File: config.mk
export PLATFORM = sky130hd
export DESIGN_NAME = condlogic
export DESIGN_NICKNAME = d
export VERILOG_FILES = /design/src/rtl/condlogic_pkg.sv /design/src/rtl/condlogic_condcheck.sv /design/src/rtl/condlogic.sv
export SDC_FILE = /design/constraint.sdc
export NUM_CORES = 1
export LEC_CHECK = 0
export ABC_AREA = 1
export CAP_MARGIN = 20
export CORE_AREA = 2 2 39 41
export CTS_CLUSTER_DIAMETER = 150
export DETAILED_ROUTE_END_ITERATION = 7
export DIE_AREA = 0 0 41 43
export PLACE_DENSITY_LB_ADDON = 0.08
export SLEW_MARGIN = 20
export SYNTH_ARGS = -nofsm -noshare
export SYNTH_HDL_FRONTEND = slang
export SYNTH_HIERARCHICAL = 1
export SYNTH_SLANG_ARGS = --single-unit
File: constraint.sdc
create_clock -name clk -period 2.7 [get_ports clk]
set_input_delay 0.54 -clock clk [delete_from_list [all_inputs] [get_ports clk]]
set_output_delay 0.54 -clock clk [all_outputs]
set_load 0.1 [all_outputs]
File: src/rtl/condlogic_pkg.sv
// rtl/condlogic_pkg.sv - condition-code encodings and flag bit indices
//
// Shared by condcheck, condlogic and the bench so every user agrees on the
// meaning of Instr[31:28] and on where N, Z, C and V sit in a flag nibble.

package condlogic_pkg;

  // Flag bit positions inside a {N,Z,C,V} nibble.
  localparam int FLAG_N = 3;
  localparam int FLAG_Z = 2;
  localparam int FLAG_C = 1;
  localparam int FLAG_V = 0;

  // FlagW bit positions coming from decode.
  localparam int FLAGW_NZ = 1;
  localparam int FLAGW_CV = 0;

  // Condition field encodings.
  typedef enum logic [3:0] {
    COND_EQ = 4'b0000,
    COND_NE = 4'b0001,
    COND_CS = 4'b0010,
    COND_CC = 4'b0011,
    COND_MI = 4'b0100,
    COND_PL = 4'b0101,
    COND_VS = 4'b0110,
    COND_VC = 4'b0111,
    COND_HI = 4'b1000,
    COND_LS = 4'b1001,
    COND_GE = 4'b1010,
    COND_LT = 4'b1011,
    COND_GT = 4'b1100,
    COND_LE = 4'b1101,
    COND_AL = 4'b1110,
    COND_NV = 4'b1111
  } cond_e;

endpackage

File: src/rtl/condlogic_condcheck.sv
// rtl/condlogic_condcheck.sv - purely combinational condition evaluator
//
// Ports:
//   Cond   in  [3:0]  condition field of the current instruction
//   Flags  in  [3:0]  registered {N,Z,C,V}
//   CondEx out        1 when the instruction's condition passes

module condcheck (
  input  logic [3:0] Cond,
  input  logic [3:0] Flags,
  output logic       CondEx
);
  import condlogic_pkg::*;

  logic n, z, c, v;
  logic ge;

  assign n  = Flags[FLAG_N];
  assign z  = Flags[FLAG_Z];
  assign c  = Flags[FLAG_C];
  assign v  = Flags[FLAG_V];
  assign ge = (n == v);

  always_comb begin
    CondEx = 1'b0;
    case (cond_e'(Cond))
      COND_EQ: CondEx = z;
      COND_NE: CondEx = ~z;
      COND_CS: CondEx = c;
      COND_CC: CondEx = ~c;
      COND_MI: CondEx = n;
      COND_PL: CondEx = ~n;
      COND_VS: CondEx = v;
      COND_VC: CondEx = ~v;
      COND_HI: CondEx = c & ~z;
      COND_LS: CondEx = ~c | z;
      COND_GE: CondEx = ge;
      COND_LT: CondEx = ~ge;
      COND_GT: CondEx = ~z & ge;
      COND_LE: CondEx = z | ~ge;
      COND_AL: CondEx = 1'b1;
      COND_NV: CondEx = 1'b0;
      default: CondEx = 1'b0;
    endcase
  end

endmodule

File: src/rtl/condlogic.sv
// rtl/condlogic.sv - conditional-execution unit of the multicycle controller
//
// Holds the architectural NZCV flags, evaluates the current instruction's
// condition against them and gates the FSM's write strobes.
//
// Ports:
//   clk        in        rising-edge clock
//   reset      in        asynchronous active-low clear
//   Cond       in  [3:0] Instr[31:28]
//   ALUFlags   in  [3:0] {N,Z,C,V} produced by the ALU this cycle
//   FlagW      in  [1:0] [1] NZ update request, [0] CV update request
//   PCS        in        PC is a destination of this instruction
//   NextPC     in        unconditional PC increment (fetch)
//   RegW       in        register-file write request
//   MemW       in        data-memory write request
//   PCWrite    out       gated PC write enable
//   RegWrite   out       gated register-file write enable
//   MemWrite   out       gated data-memory write enable
//   Flags      out [3:0] registered {N,Z,C,V}
//   CondExOut  out       registered condition-pass bit

module condlogic (
  input  logic       clk,
  input  logic       reset,
  input  logic [3:0] Cond,
  input  logic [3:0] ALUFlags,
  input  logic [1:0] FlagW,
  input  logic       PCS,
  input  logic       NextPC,
  input  logic       RegW,
  input  logic       MemW,
  output logic       PCWrite,
  output logic       RegWrite,
  output logic       MemWrite,
  output logic [3:0] Flags,
  output logic       CondExOut
);
  import condlogic_pkg::*;

  logic [1:0] nz_q;
  logic [1:0] cv_q;
  logic       cond_ex;
  logic       cond_ex_q;
  logic [1:0] flag_write;

  assign Flags = {nz_q, cv_q};

  // Evaluated against the flags held before the edge, so a flag update in
  // the same cycle never feeds back into this instruction's own condition.
  condcheck u_condcheck (
    .Cond   (Cond),
    .Flags  (Flags),
    .CondEx (cond_ex)
  );

  // A failed condition suppresses the flag update of this instruction.
  assign flag_write = FlagW & {2{cond_ex}};

  always_ff @(posedge clk or negedge reset) begin
    if (!reset)
      nz_q <= 2'b00;
    else if (flag_write[FLAGW_NZ])
      nz_q <= ALUFlags[FLAG_N:FLAG_Z];
  end

  always_ff @(posedge clk or negedge reset) begin
    if (!reset)
      cv_q <= 2'b00;
    else if (flag_write[FLAGW_CV])
      cv_q <= ALUFlags[FLAG_C:FLAG_V];
  end

  // Write strobes arrive one FSM state after decode, so the pass bit is
  // delayed by one cycle to line up with them.
  always_ff @(posedge clk or negedge reset) begin
    if (!reset)
      cond_ex_q <= 1'b0;
    else
      cond_ex_q <= cond_ex;
  end

  assign CondExOut = cond_ex_q;

  // Only registered state and FSM strobes reach the outputs; NextPC is
  // never gated so fetch proceeds even for a never-executed instruction.
  assign RegWrite = RegW & cond_ex_q;
  assign MemWrite = MemW & cond_ex_q;
  assign PCWrite  = (PCS & cond_ex_q) | NextPC;

endmodule
==> impl_metrics.csv <==
group,metric,value,unit
global_route,maximum_number_of_pins_on_one_net_before_global_route_repair,8,
placement,detailed_place.area,682,um2
die,initial_core_util,29.9,%
die,die_width,41,um
clocking,clk-insertion-delay-late,240,ps
die,top_level_ports,24,
clocking,clock_sinks,5,
setup_path,worst_path_most_repeated_cell,"nand2_1",
setup_path,timing.rr.start,"nz_q[1]",
setup_path,critical-path-slowest-cell,"clkdlybuf4s50_1",
synth,synth_common_cells,"nand2_1, nand3_1, inv_1, dfrtp_1, nor2_2",
detailed_routing,postRouteWirelength,1040,um
timing,min_period,1860,ps
final_layout,area_taken_by_multi_input_logic_gates,248,um2
setup_path,crit_required,2160,ps
die,die_boundary_height,43,um
placement,numPlacedInstances,110,
timing,achievable-frequency,536,MHz
setup_path,r2r_setup_slack,1230,ps
placement,post-dp-hpwl,880,um
die,die_area,1760,um2
final_layout,layout.cell_area.non_filler,708,um2
detailed_routing,drt-initial-drc-count,13,
power,internal_power,0.336,mW
synth,yosys.cell_types.count,12,
setup_path,path_cells,"clkdlybuf4s50_1 -> nand2_1 -> nand2_1 -> buf_12",
clocking,cts-htree-levels,1,
setup_path,class_of_the_most_critical_setup_path,"input port to primary output",
clocking,clock-root-buffer,"clkbuf_4",
synth,synth_flop_cell,"dfrtp_1",
timing,min_period_over_period,69.1,%
clocking,clk_transition_reported_paths,40,ps
placement,pre_cts_slack,593,ps
clocking,post_cts_resize_count,0,
power,irDropWorstVdd,0.811,mV
placement,buffer_ports.inserted,23,
synth,synth_top_area_share,30.2,%
timing,grt_setup_unrepaired,"false",
timing,timing.final.ws_setup,835,ps
final_layout,share_of_final_layout_standard_cells_stronger_than_drive_strength_1,17.3,%
placement,gp_congestion,0.701,
synth,netlist.top_cell.by_area,"dfrtp_1",
global_route,grt_usage,13.3,%
synth,yosysMostFrequentCell,"nand2_1",
setup_path,crit_fanout,1,
global_route,grt_pass1_vias,453,
synth,synth-seq-area-share,30.2,%
die,placeable_core_region,1380,um2
clocking,cts_buffers,3,
final_layout,area.growth.synth_to_final,71.0,%
detailed_routing,wire_per_inst,9.08,um
power,comb_power_share,72.4,%
detailed_routing,vias_per_cell,4.56,
final_layout,nNetsFinal,115,
setup_path,crit_arrival,1320,ps
synth,synth_edf_count,0,
clocking,cts.hold.buffers_added,0,
synth,syn-num-nets,87,
hold_path,min_delay_path_class,"input port to asynchronous set/reset pin",
final_layout,register_area,125,um2
detailed_routing,drt.antenna.violating_nets,0,
timing,report.final.slew_viol_count,0,
power,p_seq_share,18.2,%
timing,hold_viol_final,0,
final_layout,stdcell_count,114,
detailed_routing,detailedRoute.firstPassIterationCount,4,
timing,finalClockSkew,0.458,ps
final_layout,diodes,0,
detailed_routing,remaining_routing_drc_violations,0,
setup_path,crit_path_max_incr_delay,460,ps
run,timing.max_cap.violations,0,
synth,postSynthRegisterBits,5,
setup_path,startpoint_type,"input port",
clocking,cts_buffer_depth,2,
synth,synthCells,71,
setup_path,critPathCaptureType,"primary output",
synth,synth_warnings,6,
synth,synth_area,414,um2
timing,fin_setup_tns,0,ps
global_route,grt_first_pass_wirelength,1680,um
power,share_clk_of_total_power,9.4,%
power,switching_power,0.571,mW
clocking,tritoncts,"yes",
power,power.density_cell_area,1280,nW/um2
final_layout,fillers,153,
detailed_routing,routed-via-count,520,
run_status,run_status,"finished, final reports clean",
setup_path,depth_of_the_worst_register_to_register_path,12,
timing,timing.slew.headroom,81.7,%
power,power.switching_fraction,62.9,%
setup_path,reg2reg_to,"cv_q[0]",
clocking,postCtsSetupRepairBufs,0,
synth,synthesis.area_per_instance,5.83,um2
timing,finalSetupViolations,0,
synth,synth-async-reset-ratio,100,%
global_route,grt_remaining_overflow,0,
die,rows,14,
power,power.static_leakage,0.378,nW
timing,worst_pin_slew,277,ps
global_route,antenna_found_initial,0,
synth,synth_top_cells_by_area,"dfrtp_1, nand2_1, nand3_1",
through the flow:
| step | total power [mW] | hold WS, ps | utilization [%] |
|---|---|---|---|
| final | 0.907 | 516 | 51.2 |
| after global routing | 0.957 | 535 | 51.2 |
| after CTS | 0.915 | 518 | 51.2 |
| after detailed placement | 0.826 | 548 | 49.3 |
| after global placement | 0.820 | 538 | 49.3 |
| after floorplan | 0.647 | 244 | - |
placed cells by master (no fill, tap or decap):
cell type and count:
a21oi_1 1, buf_12 3, buf_4 5, clkbuf_1 1, clkbuf_4 3, clkdlybuf4s50_1 15, dfrtp_1 5, inv_1 9
inv_2 2, nand2_1 31, nand3_1 12, nand3_2 1, nor2_1 2, nor2_2 3, o211ai_1 2, o21ai_0 1
o21ai_1 2
power groups by stage:
stage	Clock (mW)	Sequential [mW]	Combinational [mW]
2_1_floorplan	0	0.416	0.232
3_3_place_gp	0	0.163	0.657
3_5_place_dp	0	0.166	0.660
4_1_cts	0.0893	0.165	0.661
5_1_grt	0.0896	0.171	0.696
6_report	0.0856	0.165	0.657
worst max-delay path: cells and delay by family:
kind	cells	cell delay (ps)
buffers and inverters	2	640
and+or+nand+nor	2	150
metal layers:
metal  share of wire (%)  global-route usage (%)
met5                   0                       0
met4                   0                    4.00
met3                 5.2                    1.57
met2                  51                    21.9
met1                  44                    17.4
layout make-up:
| cell class | instances | area share, % |
|---|---|---|
| multi-input combinational | 55 | 35.0 |
| clock buffer | 4 | 3.71 |
| sequential | 5 | 17.7 |
| tap | 16 | 2.83 |
| timing repair buffer | 23 | 35.0 |
| inverter | 11 | 5.83 |
cell families after synthesis:
| group | share of synthesized area (%) |
|---|---|
| AND/OR/NAND/NOR | 51.4 |
| flip-flops | 30.2 |
| AO/OA/AOI/OAI | 8.46 |
| buffers and inverters | 9.97 |
how the worst max path moves through the flow:
| stage | slack, ps | startpoint | to |
|---|---|---|---|
| 4_1_cts | 830 | PCS | PCWrite |
| 6_report | 840 | PCS | PCWrite |
| 2_1_floorplan | 450 | CondExOut | PCWrite |
| 3_5_place_dp | 590 | Cond[0] | cv_q[0] |
| 3_3_place_gp | 610 | Cond[0] | cv_q[0] |
| 5_1_grt | 600 | Cond[1] | cv_q[0] |
state kept, by name, indices dropped and copies added (netlist names):
signal     count
cv_q           2
nz_q           2
CondExOut      1
(Power assumes the default switching activity.)
